### src/rtl/nes_pad_receiver_pkg.sv
// Shared definitions for the NES pad receiver: button bit positions, FSM states and
// default pin timing.
package nes_pad_receiver_pkg;

    localparam int unsigned NesA      = 0;
    localparam int unsigned NesB      = 1;
    localparam int unsigned NesSelect = 2;
    localparam int unsigned NesStart  = 3;
    localparam int unsigned NesUp     = 4;
    localparam int unsigned NesDown   = 5;
    localparam int unsigned NesLeft   = 6;
    localparam int unsigned NesRight  = 7;

    // 6 us half bit and 12 us latch at a 25 MHz clock
    localparam int unsigned ClkDivDefault      = 150;
    localparam int unsigned LatchCyclesDefault = 300;

    typedef enum logic [2:0] {
        StIdle  = 3'd0,
        StLatch = 3'd1,
        StLow   = 3'd2,
        StHigh  = 3'd3,
        StDone  = 3'd4
    } state_e;

    function automatic int unsigned cnt_width(input int unsigned a, input int unsigned b);
        int unsigned m;
        m = (a > b) ? a : b;
        return (m < 2) ? 1 : $clog2(m);
    endfunction

endpackage

### src/rtl/nes_pad_receiver_sync_2ff.sv
// Two-flop synchroniser for an asynchronous input pin; resets to the idle-high level.
module nes_pad_receiver_sync_2ff (
    input  logic clk,
    input  logic reset,
    input  logic d_i,
    output logic q_o
);

    logic meta_q;
    logic sync_q;

    always_ff @(posedge clk or posedge reset) begin
        if (reset) begin
            meta_q <= 1'b1;
            sync_q <= 1'b1;
        end else begin
            meta_q <= d_i;
            sync_q <= meta_q;
        end
    end

    assign q_o = sync_q;

endmodule

### src/rtl/nes_pad_receiver.sv
// NES/4021 pad front end: on poll, strobes latch, clocks out 8 bits and publishes them
// as one active-high button word with a single-cycle valid pulse.
module nes_pad_receiver
    import nes_pad_receiver_pkg::*;
#(
    parameter int unsigned ClkDiv      = ClkDivDefault,
    parameter int unsigned LatchCycles = LatchCyclesDefault
) (
    input  logic       clk,
    input  logic       reset,
    input  logic       poll,
    input  logic       nes_data,
    output logic       nes_latch,
    output logic       nes_clk,
    output logic [7:0] buttons,
    output logic       valid,
    output logic       busy
);

    localparam int unsigned CntW = cnt_width(ClkDiv, LatchCycles);
    localparam logic [CntW-1:0] ClkLast   = CntW'(ClkDiv - 1);
    localparam logic [CntW-1:0] LatchLast = CntW'(LatchCycles - 1);

    state_e          state_q;
    logic [CntW-1:0] cnt_q;
    logic [2:0]      idx_q;
    logic [7:0]      shadow_q;
    logic [7:0]      buttons_q;
    logic            valid_q;
    logic            busy_q;
    logic            latch_q;
    logic            clk_q;
    logic            data_sync;

    nes_pad_receiver_sync_2ff u_data_sync (
        .clk   (clk),
        .reset (reset),
        .d_i   (nes_data),
        .q_o   (data_sync)
    );

    always_ff @(posedge clk or posedge reset) begin
        if (reset) begin
            state_q   <= StIdle;
            cnt_q     <= '0;
            idx_q     <= '0;
            shadow_q  <= '0;
            buttons_q <= '0;
            valid_q   <= 1'b0;
            busy_q    <= 1'b0;
            latch_q   <= 1'b0;
            clk_q     <= 1'b0;
        end else begin
            valid_q <= 1'b0;
            case (state_q)
                StIdle: begin
                    if (poll) begin
                        state_q <= StLatch;
                        cnt_q   <= '0;
                        idx_q   <= '0;
                        latch_q <= 1'b1;
                        busy_q  <= 1'b1;
                    end
                end
                StLatch: begin
                    if (cnt_q == LatchLast) begin
                        cnt_q   <= '0;
                        latch_q <= 1'b0;
                        state_q <= StLow;
                    end else begin
                        cnt_q <= cnt_q + CntW'(1);
                    end
                end
                StLow: begin
                    if (cnt_q == ClkLast) begin
                        // Pad data is active-low; sample just before the rising edge.
                        cnt_q           <= '0;
                        shadow_q[idx_q] <= ~data_sync;
                        clk_q           <= 1'b1;
                        state_q         <= StHigh;
                    end else begin
                        cnt_q <= cnt_q + CntW'(1);
                    end
                end
                StHigh: begin
                    if (cnt_q == ClkLast) begin
                        cnt_q <= '0;
                        clk_q <= 1'b0;
                        if (idx_q == 3'd7) begin
                            state_q   <= StDone;
                            buttons_q <= shadow_q;
                            valid_q   <= 1'b1;
                        end else begin
                            idx_q   <= idx_q + 3'd1;
                            state_q <= StLow;
                        end
                    end else begin
                        cnt_q <= cnt_q + CntW'(1);
                    end
                end
                StDone: begin
                    state_q <= StIdle;
                    busy_q  <= 1'b0;
                end
                default: begin
                    state_q <= StIdle;
                    busy_q  <= 1'b0;
                    latch_q <= 1'b0;
                    clk_q   <= 1'b0;
                end
            endcase
        end
    end

    assign nes_latch = latch_q;
    assign nes_clk   = clk_q;
    assign buttons   = buttons_q;
    assign valid     = valid_q;
    assign busy      = busy_q;

endmodule

### config.mk
export PLATFORM = sky130hd
export DESIGN_NAME = nes_pad_receiver
export DESIGN_NICKNAME = d
export VERILOG_FILES = /design/src/rtl/nes_pad_receiver_pkg.sv /design/src/rtl/nes_pad_receiver_sync_2ff.sv /design/src/rtl/nes_pad_receiver.sv
export SDC_FILE = /design/constraint.sdc
export NUM_CORES = 1
export LEC_CHECK = 0
export CORE_MARGIN = 1
export CORE_UTILIZATION = 35
export CTS_CLUSTER_DIAMETER = 30
export CTS_CLUSTER_SIZE = 12
export DETAILED_ROUTE_END_ITERATION = 16
export HOLD_SLACK_MARGIN = 0.15
export PLACE_DENSITY = 0.51
export RECOVER_POWER = 25
export SLEW_MARGIN = 15
export SYNTH_ARGS = -nofsm -noshare
export SYNTH_HDL_FRONTEND = slang
export SYNTH_SLANG_ARGS = --single-unit
### constraint.sdc
create_clock -name clk -period 1.75 [get_ports clk]
set_input_delay 0.35 -clock clk [delete_from_list [all_inputs] [get_ports clk]]
set_output_delay 0.35 -clock clk [all_outputs]
set_load 0.02 [all_outputs]
# Word level (Yosys, flattened, before mapping)
# Cells that the tools add are included.
# Widths: inputs -> output; s select.
dict set report totals {
  regBits 37
  output_inout_bits 12
  wordCells 74
}
dict set report op_classes {
  add_sub_neg 2
  n_lt_le_gt_ge 2
  n_eq_ne 12
  muxes 27
  bitwise 4
  reduce_logical 16
}
# cell count
set ops {}
lappend ops {{$mux 9} 3}
lappend ops {{$pmux 9 s3} 1}
lappend ops {{$mux 3} 8}
lappend ops {{$pmux 3 s4} 1}
lappend ops {{$ne 2x2->1 const B} 5}
lappend ops {{$add 9x1->9 const B} 1}
lappend ops {{$eq 9x8->1 const B} 1}
lappend ops {{$eq 9x9->1 const B} 1}
lappend ops {{$reduce_and 3->1} 3}
lappend ops {{$reduce_or 3->1} 3}
lappend ops {{$bwmux 8} 1}
lappend ops {{$mux 1} 8}
lappend ops {{$reduce_and 4->1} 2}
lappend ops {{$eq 3x2->1 const B} 2}
lappend ops {{$eq 3x3->1 const B} 2}
lappend ops {{$pmux 1 s3} 2}
lappend ops {{$pmux 3 s2} 1}
lappend ops {{$reduce_and 2->1} 3}
lappend ops {{$lt 3x4->1 const B} 1}
lappend ops {{$not 1->1} 4}
lappend ops {{$add 3x1->3 const B} 1}
lappend ops {{$demux 1 s3} 1}
lappend ops {{$eq 3x1->1 const B} 1}
lappend ops {{$ge 3x1->1 const B} 1}
lappend ops {{other kinds (6)} 6}

# Logic depth before layout (Yosys ltp)
# Gate-level depths: netlist of the first run.
dict set report logic_depth {
  ltp_word 5
  mapped_depth 7
  depth_no_buf 6
}

# Cells and area by module
# A second synthesis of the first run with hierarchy kept.
dict set report hier_totals {
  cells_unflattened 175
  hier_area_um2 1823.0
}
# module n_inst cells_each area_each_um2
set by_module_without_submodules {}
lappend by_module_without_submodules {nes_pad_receiver 1 172 1766.7}
lappend by_module_without_submodules {nes_pad_receiver_sync_2ff 1 3 56.3}

# Worst setup path after synthesis of the first run
# Ideal clock, no wire load.
dict set report synth_path {
  path_kind {register -> register}
  start {register idx_q[1]}
  end {register buttons_q[0] (netlist: buttons[0])}
  t_arrival_ns 1.453
  slack_ns 0.169
  path_stages_with_launch 6
  path_cell_list {dfrtp_1 ha_1 ha_1 nand3_1 nor2_8 mux2_1}
}
dict set report synth_between {
  elab_chain_cells 2
}
# element line
set synth_lines {}
lappend synth_lines {{start: declaration} nes_pad_receiver.sv:26} ;# logic [2:0] idx_q;
lappend synth_lines {{start signal: assignment} nes_pad_receiver.sv:94} ;# idx_q <= idx_q + 3'd1;
lappend synth_lines {{$eq 3x3->1} nes_pad_receiver.sv:89} ;# if (idx_q == 3'd7) begin
lappend synth_lines {{$reduce_and 3->1 (no line)} -}
lappend synth_lines {{end signal: assignment} nes_pad_receiver.sv:91} ;# buttons_q <= shadow_q;
lappend synth_lines {{end: declaration} nes_pad_receiver.sv:28} ;# logic [7:0] buttons_q;
# Every way passes these cells.
# A chain may end at the register's enable or synchronous reset.

# Worst setup path in the final report of the first run
dict set report layout_path {
  start {register clk_q (netlist: nes_clk)}
  end {output port nes_clk}
}
# element line
set layout_lines {}
lappend layout_lines {{start: declaration} nes_pad_receiver.sv:32} ;# logic clk_q;
lappend layout_lines {{start signal: assignment} nes_pad_receiver.sv:52} ;# clk_q <= 1'b0;
lappend layout_lines {{start signal: assignment} nes_pad_receiver.sv:79} ;# clk_q <= 1'b1;
lappend layout_lines {{start signal: assignment} nes_pad_receiver.sv:88} ;# clk_q <= 1'b0;
lappend layout_lines {{end: declaration} nes_pad_receiver.sv:14} ;# output logic nes_clk,
# No word-level cell between the ends.

==> results of run 1 <==
path summary, 6_finish.rpt:
path                       slack [ns]               to  depth (start not counted)               start
max in group asynchronous        0.33         idx_q[2]                          3               reset
max                              0.12          nes_clk                          1             nes_clk
min in group asynchronous        0.40            valid                          2               reset
max reg2reg                      0.12       buttons[4]                          6            cnt_q[1]
min reg2reg                      0.36  u_data_sync.q_o                          0  u_data_sync.meta_q
min                              0.36  u_data_sync.q_o                          0  u_data_sync.meta_q
cells by family (layout without fill, tap and decap cells):
group	after synthesis	in the layout	share of synthesized area
AND/OR/NAND/NOR	66	67	0.215
flip-flops	37	37	0.497
AO/OA/AOI/OAI	30	30	0.0952
buffers and inverters	22	54	0.0583
multiplexers	19	19	0.107
adder cells (fa/ha/maj)	4	4	0.0268
registers in the layout, summed over array words and instances, names as in the netlist:
signal	count
state_q	3
busy	1
idx_q	3
u_data_sync.q_o	1
cnt_q	9
nes_clk	1
shadow_q	8
valid	1
nes_latch	1
u_data_sync.meta_q	1
buttons	8
per-layer routing:
layer  GRT usage  routed length (um)  vias up
met5           0                   0        -
met4      0.0440                  27        0
met3      0.0402                 162        5
met2       0.235                1720       32
met1       0.214                1900      678
li1            -                   -      685
area by class of cell:
cell class | instances | area share
clock inverter | 1 | 0.00327
clock buffer | 7 | 0.0376
timing repair buffer | 33 | 0.123
multi-input combinational | 120 | 0.372
tap | 70 | 0.0381
sequential | 37 | 0.405
inverter | 13 | 0.0213
power groups by stage:
stage	sequential (mW)	clock, mW	combinational, mW
3_3_place_gp	0.878	0	0.0295
4_1_cts	0.862	0.641	0.0305
5_1_grt	0.862	0.678	0.0313
2_1_floorplan	0.876	0	0.0162
6_report	0.862	0.621	0.0268
3_5_place_dp	0.879	0	0.0304
cells in the final DEF, fill, tap and decap left out, types with 5 or more instances in the layout:
master	instances
mux2_1	8
o21ai_0	13
nor2_1	8
clkdlybuf4s50_1	13
inv_1	13
o211ai_1	5
nand2_1	19
mux2i_1	11
clkbuf_8	6
nor2b_1	8
nand3_1	5
dfrtp_1	34
nor3_1	7
buf_4	17
worst reg2reg max path: cells and delay by family (launching register included):
family	cells	cell delay, ns
DFF	1	0.40
buffers and inverters	1	0.08
adders and majority gates	1	0.13
and+or+nand+nor	3	0.57
muxes	1	0.34
==> flow_summary.json, run 1 <==
{
  "async_reset_ff_frac": 1.00,
  "path_cells": "clkdlybuf4s50_1",
  "slew_violations": 0,
  "drt-total-wl_mm": 3.81,
  "status": "finished clean",
  "finalNetCount": 218,
  "multi_input_area_um2": 855,
  "io_buffer_count": 15,
  "core-area_um2": 5110,
  "clkTransAtPathRegs_ns": 0.07,
  "die_w_um": 75.0,
  "clock_skew_ns": 0.00404,
  "synth_top_area_frac": 0.469,
  "hold_viol_final": 0,
  "syn_area_um2": 1870,
  "fin_setup_tns_ns": 0,
  "dr.first_iter.drc_count": 122,
  "fin_crit_ns": 1.63,
  "critPathMaxStageDelay_ns": 0.61,
  "synth_edf_count": 0,
  "internal-power_mw": 1.19,
  "ys_ff_latch": 37,
  "rsz0062_at_grt": "false",
  "yosysUniqueCellTypes": 36,
  "power.net_switching_uw": 323,
  "critPathRequiredTime_ns": 1.40,
  "grt_usage": 0.153,
  "syn_to_final_growth_pct": 23.0,
  "cts_num_sinks": 37,
  "start_util": 0.366,
  "cts_setup_buffers": 0,
  "htree_levels": 2,
  "syn_inst": 178,
  "end_kind": "output port",
  "fill_cells": 496,
  "period_share": 0.932,
  "dieArea_um2": 5630,
  "worstHoldPathType": "reg2reg",
  "synth.most_common_cell": "dfrtp_1",
  "power_frac_seq": 0.571,
  "ys_seq_area_frac": 0.497,
  "vias": 1400,
  "fmax_mhz": 613,
  "setup_viol": 0,
  "place_area_um2": 2180,
  "ff_latch_area_um2": 930,
  "synth_nets": 186,
  "netSwitchingFraction": 0.214,
  "pwr-share-comb": 0.018,
  "power_density_nw_per_um2": 658,
  "clk_latency_ns": 0.28,
  "cp_top_family": "buffers and inverters",
  "antenna_found_initial": 0,
  "cts_buffers": 5,
  "layoutNonFillerInstCount": 281,
  "drt_drc_violations_left": 0,
  "cts_resized": 0,
  "clockPowerShare": 0.411,
  "worstMarginPinSlew_ns": 0.854,
  "ant_nets": 0,
  "tritoncts": "done",
  "drt_first_pass_iters": 4,
  "power_leakage_nw": 1.10,
  "cts_max_path_buffers": 2,
  "grt_pass1_wl_mm": 6.43,
  "first_global_vias": 1340,
  "hold_ws_ns": 0.360,
  "ys_warn_count": 0,
  "setup_slack_ns": 0.119,
  "final_area_um2": 2300,
  "dp_hpwl_mm": 2.70,
  "dp_slack_ns": 0.0977,
  "synthTopCellsByArea": "dfrtp_1 47%, mux2i_1 5.9%, mux2_1 4.8%, nand2_1 3.8%, o21ai_0 3.8%",
  "maxSlewHeadroom": 0.431,
  "avgSynthCellArea_um2": 10.5,
  "ys.flop_type": "dfrtp_1",
  "slowest_stage": "clkdlybuf4s50_1",
  "synth_top_area_cell": "dfrtp_1",
  "io_pins": 16,
  "viasPerCell": 4.98,
  "grt_start_max_net_pins": 18,
  "crit_path_start_kind": "register",
  "root_buffer": "clkbuf_8",
  "synthTopCellsByCount": "35 x dfrtp_1, 19 x nand2_1, 14 x o21ai_0",
  "finalCoreUtilization": 0.450,
  "dp.cells": 272,
  "globalplace.congestion": 0.804,
  "ir_drop_uv": 261,
  "crit_buf_inv": 1,
  "critPathKind": "reg2out",
  "hold_buffers": 0,
  "maxCapViolCount": 0,
  "antenna_cells": 0,
  "layout-drive-gt1-share": 0.171,
  "cp_max_fo": 3,
  "fp-row-count": 26,
  "crit_arrival_ns": 1.28,
  "avgRoutedWirePerCell_um": 13.6,
  "power_mw": 1.51,
  "die_y_um": 75.0,
  "grt_overflow_total": 0
}
No activity file was read; power rests on OpenSTA's default activity.
==> run 2: changes to the inputs <==
--- a/config.mk
+++ b/config.mk
@@ -11,8 +11,8 @@
 export CTS_CLUSTER_SIZE = 12
 export DETAILED_ROUTE_END_ITERATION = 16
 export HOLD_SLACK_MARGIN = 0.15
+export MAX_ROUTING_LAYER = met4
 export PLACE_DENSITY = 0.51
-export RECOVER_POWER = 25
 export SLEW_MARGIN = 15
 export SYNTH_ARGS = -nofsm -noshare
 export SYNTH_HDL_FRONTEND = slang
==> flow_summary.json, run 2 (synthesis results as in run 1) <==
{
  "crit_buf_inv": 1,
  "syn_to_final_growth_pct": 23.2,
  "cts_setup_buffers": 0,
  "final_cell_mix": "34 x dfrtp_1, 19 x nand2_1, 18 x buf_4",
  "path_cells": "clkdlybuf4s50_1",
  "clock_skew_ns": 0.00333,
  "grt_start_max_net_pins": 18,
  "crit_arrival_ns": 1.28,
  "power_leakage_nw": 1.10,
  "fp-row-count": 26,
  "r2r_cells": 5,
  "fin_crit_ns": 1.63,
  "hold_viol_final": 0,
  "cts_max_path_buffers": 2,
  "hold_ws_ns": 0.260,
  "maxSlewHeadroom": 0.793,
  "regMostFlops": "cnt_q",
  "globalplace.congestion": 0.816,
  "final_common_cell": "dfrtp_1",
  "power_mw": 1.51,
  "ant_nets": 0,
  "r2r_end": "cnt_q[5]",
  "layout-drive-gt1-share": 0.175,
  "root_buffer": "clkbuf_8",
  "die_w_um": 75.0,
  "viasPerCell": 4.98,
  "grt_pass1_wl_mm": 6.42,
  "die_y_um": 75.0,
  "dp_hpwl_mm": 2.70,
  "first_global_vias": 1341,
  "maxCapViolCount": 0,
  "dieArea_um2": 5630,
  "setup_viol": 0,
  "worstHoldPathType": "in2async",
  "period_share": 0.932,
  "crit_path_start_kind": "register",
  "status": "finished clean",
  "antenna_found_initial": 0,
  "critPathRequiredTime_ns": 1.40,
  "start_util": 0.366,
  "critPathMaxStageDelay_ns": 0.61,
  "fill_cells": 496,
  "avgRoutedWirePerCell_um": 13.7,
  "rrSetupSlack_ns": 0.12,
  "drt_first_pass_iters": 4,
  "reg2reg_from": "state_q[1]",
  "dp.cells": 272,
  "cts_num_sinks": 37,
  "dr.first_iter.drc_count": 106,
  "cp_top_family": "buffers and inverters",
  "largest_register_ff_count": 9,
  "cp_max_fo": 3,
  "finalNetCount": 218,
  "htree_levels": 2,
  "grt_usage": 0.158,
  "critPathKind": "reg2out",
  "vias": 1399,
  "worstMarginPinSlew_ns": 0.309,
  "fmax_mhz": 613,
  "antenna_cells": 0,
  "core-area_um2": 5110,
  "drt_drc_violations_left": 0,
  "clkTransAtPathRegs_ns": 0.07,
  "io_pins": 16,
  "slew_violations": 0,
  "end_kind": "output port",
  "clk_latency_ns": 0.28,
  "tritoncts": "done",
  "cts_buffers": 5,
  "layoutNonFillerInstCount": 281,
  "ir_drop_uv": 261,
  "io_buffer_count": 15,
  "grt_overflow_total": 0,
  "fin_setup_tns_ns": 0,
  "power_density_nw_per_um2": 658,
  "rsz0062_at_grt": "false",
  "drt-total-wl_mm": 3.85,
  "slowest_stage": "clkdlybuf4s50_1"
}
[run 2: cell types whose count changed in the layout (fill, tap and decap cells not counted), sizes merged]
cell / previous run / this run
buf: 17 / 18
clkdlybuf4s50: 13 / 15
dlygate4sd3: 2 / 0
clkbuf: 8 / 7
[run 2: worst max-delay path by stage]
stage                     slack, ns        from  cells past startpoint    endpoint
after CTS                      0.08    cnt_q[0]                      6    cnt_q[5]
after detailed placement        0.1    idx_q[0]                      5  buttons[4]
final                          0.12     nes_clk                      1     nes_clk
after global routing          0.003    cnt_q[0]                      6    cnt_q[4]
after global placement         0.14  state_q[1]                      5    cnt_q[6]
after floorplan                0.17    idx_q[1]                      5  buttons[0]
[run 2: power by group]
group          internal [mW]  switching (mW)
Clock                  0.320           0.302
Combinational         0.0100          0.0188
Sequential             0.859         0.00317
Total                   1.19           0.324
[run 2: stage by stage]
step	area [um^2]	setup WS (ns)	utilization
floorplan	1870	0.169	-
global placement	2180	0.141	0.427
detailed placement	2180	0.0977	0.427
CTS	2270	0.0845	0.445
global route	2300	0.00284	0.450
finish	2300	0.119	0.450
[run 2: routing by layer]
metal / global-route usage / vias to the layer above / part of all wire / wire length (um)
li1: - / 686 / - / -
met1: 0.211 / 678 / 0.49 / 1900
met2: 0.237 / 30 / 0.46 / 1770
met3: 0.0402 / 5 / 0.039 / 149
met4: 0.0440 / 0 / 0.0070 / 27
met5: - / - / 0 / 0
[run 2: area by class of cell]
| class | instances | area (um^2) | share of cell area |
|---|---|---|---|
| repair buffers | 33 | 285 | 0.124 |
| clock buffers | 7 | 86.3 | 0.0375 |
| multi-input cells | 120 | 855 | 0.372 |
| clock inverters | 1 | 7.51 | 0.00326 |
| inverters | 13 | 48.8 | 0.0212 |
| well taps | 70 | 87.6 | 0.0381 |
| flip-flops and latches | 37 | 930 | 0.404 |
[run 2: repair_timing]
action | CTS | global route
setup endpoints to repair | 0 | 15
hold buffers | 0 | 0
resized for setup | 0 | 5
==> run 3: changes to the inputs <==
--- a/config.mk
+++ b/config.mk
@@ -6,13 +6,15 @@
 export NUM_CORES = 1
 export LEC_CHECK = 0
 export CORE_MARGIN = 1
-export CORE_UTILIZATION = 35
+export CORE_UTILIZATION = 53
 export CTS_CLUSTER_DIAMETER = 30
 export CTS_CLUSTER_SIZE = 12
 export DETAILED_ROUTE_END_ITERATION = 16
+export GPL_TIMING_DRIVEN = 0
 export HOLD_SLACK_MARGIN = 0.15
 export MAX_ROUTING_LAYER = met4
-export PLACE_DENSITY = 0.51
+export PLACE_DENSITY = 0.72
+export SKIP_CTS_REPAIR_TIMING = 1
 export SLEW_MARGIN = 15
 export SYNTH_ARGS = -nofsm -noshare
 export SYNTH_HDL_FRONTEND = slang
==> flow_summary.json, run 3 (synthesis results as in run 1) <==
{
  "status": "finished clean",
  "power_density_nw_per_um2": 661,
  "worstHoldPathType": "reg2reg",
  "power_frac_seq": 0.563,
  "rsz0062_at_grt": "true",
  "avgRoutedWirePerCell_um": 14.2,
  "fin_setup_tns_ns": 0,
  "ant_nets": 0,
  "grtUsageMet3": 0.0441,
  "critPathMaxStageDelay_ns": 0.61,
  "period_share": 0.963,
  "cts_num_sinks": 37,
  "clk_latency_ns": 0.35,
  "cp_max_fo": 3,
  "fp-row-count": 21,
  "grt_start_max_net_pins": 38,
  "drt_drc_violations_left": 0,
  "dr.first_iter.drc_count": 27,
  "crit_path_start_kind": "register",
  "cts_buffers": 5,
  "layout-drive-gt1-share": 0.219,
  "hold_viol_final": 0,
  "clockPowerShare": 0.418,
  "io_pins": 16,
  "internal-power_mw": 1.21,
  "path_cells": "clkdlybuf4s50_1",
  "crit_buf_inv": 1,
  "grt_overflow_total": 0,
  "netSwitchingFraction": 0.210,
  "clock_skew_ns": 0.0132,
  "viasPerCell": 5.45,
  "core-area_um2": 3360,
  "final_cell_mix": "32 x dfrtp_1, 19 x nand2_1, 13 x o21ai_0, 13 x clkdlybuf4s50_1, 12 x inv_1",
  "htree_levels": 2,
  "slowest_stage": "clkdlybuf4s50_1",
  "grt.met2_usage": 0.335,
  "largest_register_ff_count": 9,
  "die_w_um": 61.4,
  "top_usage_layer": "met2",
  "clkTransAtPathRegs_ns": 0.11,
  "power_mw": 1.53,
  "pwr-share-comb": 0.018,
  "globalplace.congestion": 0.845,
  "cp_top_family": "buffers and inverters",
  "dp_hpwl_mm": 2.33,
  "drt_first_pass_iters": 4,
  "drt-total-wl_mm": 3.65,
  "first_global_vias": 1290,
  "end_kind": "output port",
  "cts_max_path_buffers": 2,
  "antenna_cells": 0,
  "start_util": 0.555,
  "root_buffer": "clkbuf_4",
  "grt_pass1_wl_mm": 5.87,
  "vias": 1394,
  "antenna_found_initial": 0,
  "syn_to_final_growth_pct": 23.7,
  "maxSlewHeadroom": 0.501,
  "ir_drop_uv": 645,
  "fin_crit_ns": 1.68,
  "power_leakage_nw": 1.11,
  "critPathKind": "reg2out",
  "setup_viol": 0,
  "maxCapViolCount": 0,
  "worstMarginPinSlew_ns": 0.748,
  "slew_violations": 0,
  "grt_use_met1": 0.299,
  "regMostFlops": "cnt_q",
  "grt_usage": 0.226,
  "dieArea_um2": 3760,
  "critPathRequiredTime_ns": 1.40,
  "tritoncts": "done",
  "fmax_mhz": 594,
  "crit_arrival_ns": 1.33,
  "die_y_um": 61.4,
  "power.net_switching_uw": 320,
  "finalNetCount": 217,
  "io_buffer_count": 15,
  "final_common_cell": "dfrtp_1"
}
-- run 3: changes by cell type in the layout (fill, tap and decap cells not counted), sizes merged --
cell / before / now
clkdlybuf4s50: 15 / 13
buf: 18 / 15
dlymetal6s2s: 0 / 2
bufinv: 0 / 1
clkbuf: 7 / 8
-- run 3: cell type report --
class	instances	area (um^2)
fillers	277	1050
flip-flops and latches	37	932
multi-input cells	120	896
repair buffers	23	219
plain buffers	9	66.3
well taps	46	57.6
clock buffers	6	51.3
inverters	13	48.8
clock inverters	2	37.5
-- run 3: worst paths after layout --
path                                         start              end  slack [ns]  depth (start not counted)
min in group asynchronous                    reset       buttons[3]        0.43                          2
worst min-delay path            u_data_sync.meta_q  u_data_sync.q_o        0.36                          0
worst min register to register  u_data_sync.meta_q  u_data_sync.q_o        0.36                          0
worst max-delay path                       nes_clk          nes_clk        0.07                          1
worst max register to register            cnt_q[0]         cnt_q[6]        0.07                          6
max in group asynchronous                    reset         idx_q[1]        0.78                          2
-- run 3: power groups by stage --
stage               clock network [mW]  registers [mW]  logic [mW]
floorplan                            0           0.876      0.0162
global placement                     0           0.876      0.0280
detailed placement                   0           0.876      0.0303
CTS                              0.657           0.859      0.0302
global route                     0.688           0.860      0.0334
finish                           0.638           0.859      0.0281
-- run 3: metrics by stage --
| stage | hold WS, ns | cell area, um^2 | std cells | worst slack [ns] | utilization |
|---|---|---|---|---|---|
| 2_1_floorplan | 0.345 | 1870 | 178 | 0.169 | - |
| 3_3_place_gp | 0.348 | 2070 | 239 | -0.178 | 0.617 |
| 3_5_place_dp | 0.349 | 2070 | 239 | -0.0677 | 0.617 |
| 4_1_cts | 0.366 | 2160 | 247 | -0.0747 | 0.643 |
| 5_1_grt | 0.372 | 2310 | 256 | -0.0281 | 0.686 |
| 6_report | 0.364 | 2310 | 256 | 0.0654 | 0.686 |
-- run 3: per-layer routing --
layer / share of wire / routed length (um)
met1: 0.49 / 1800
met2: 0.46 / 1670
met3: 0.039 / 143
met4: 0.0085 / 31
met5: 0 / 0
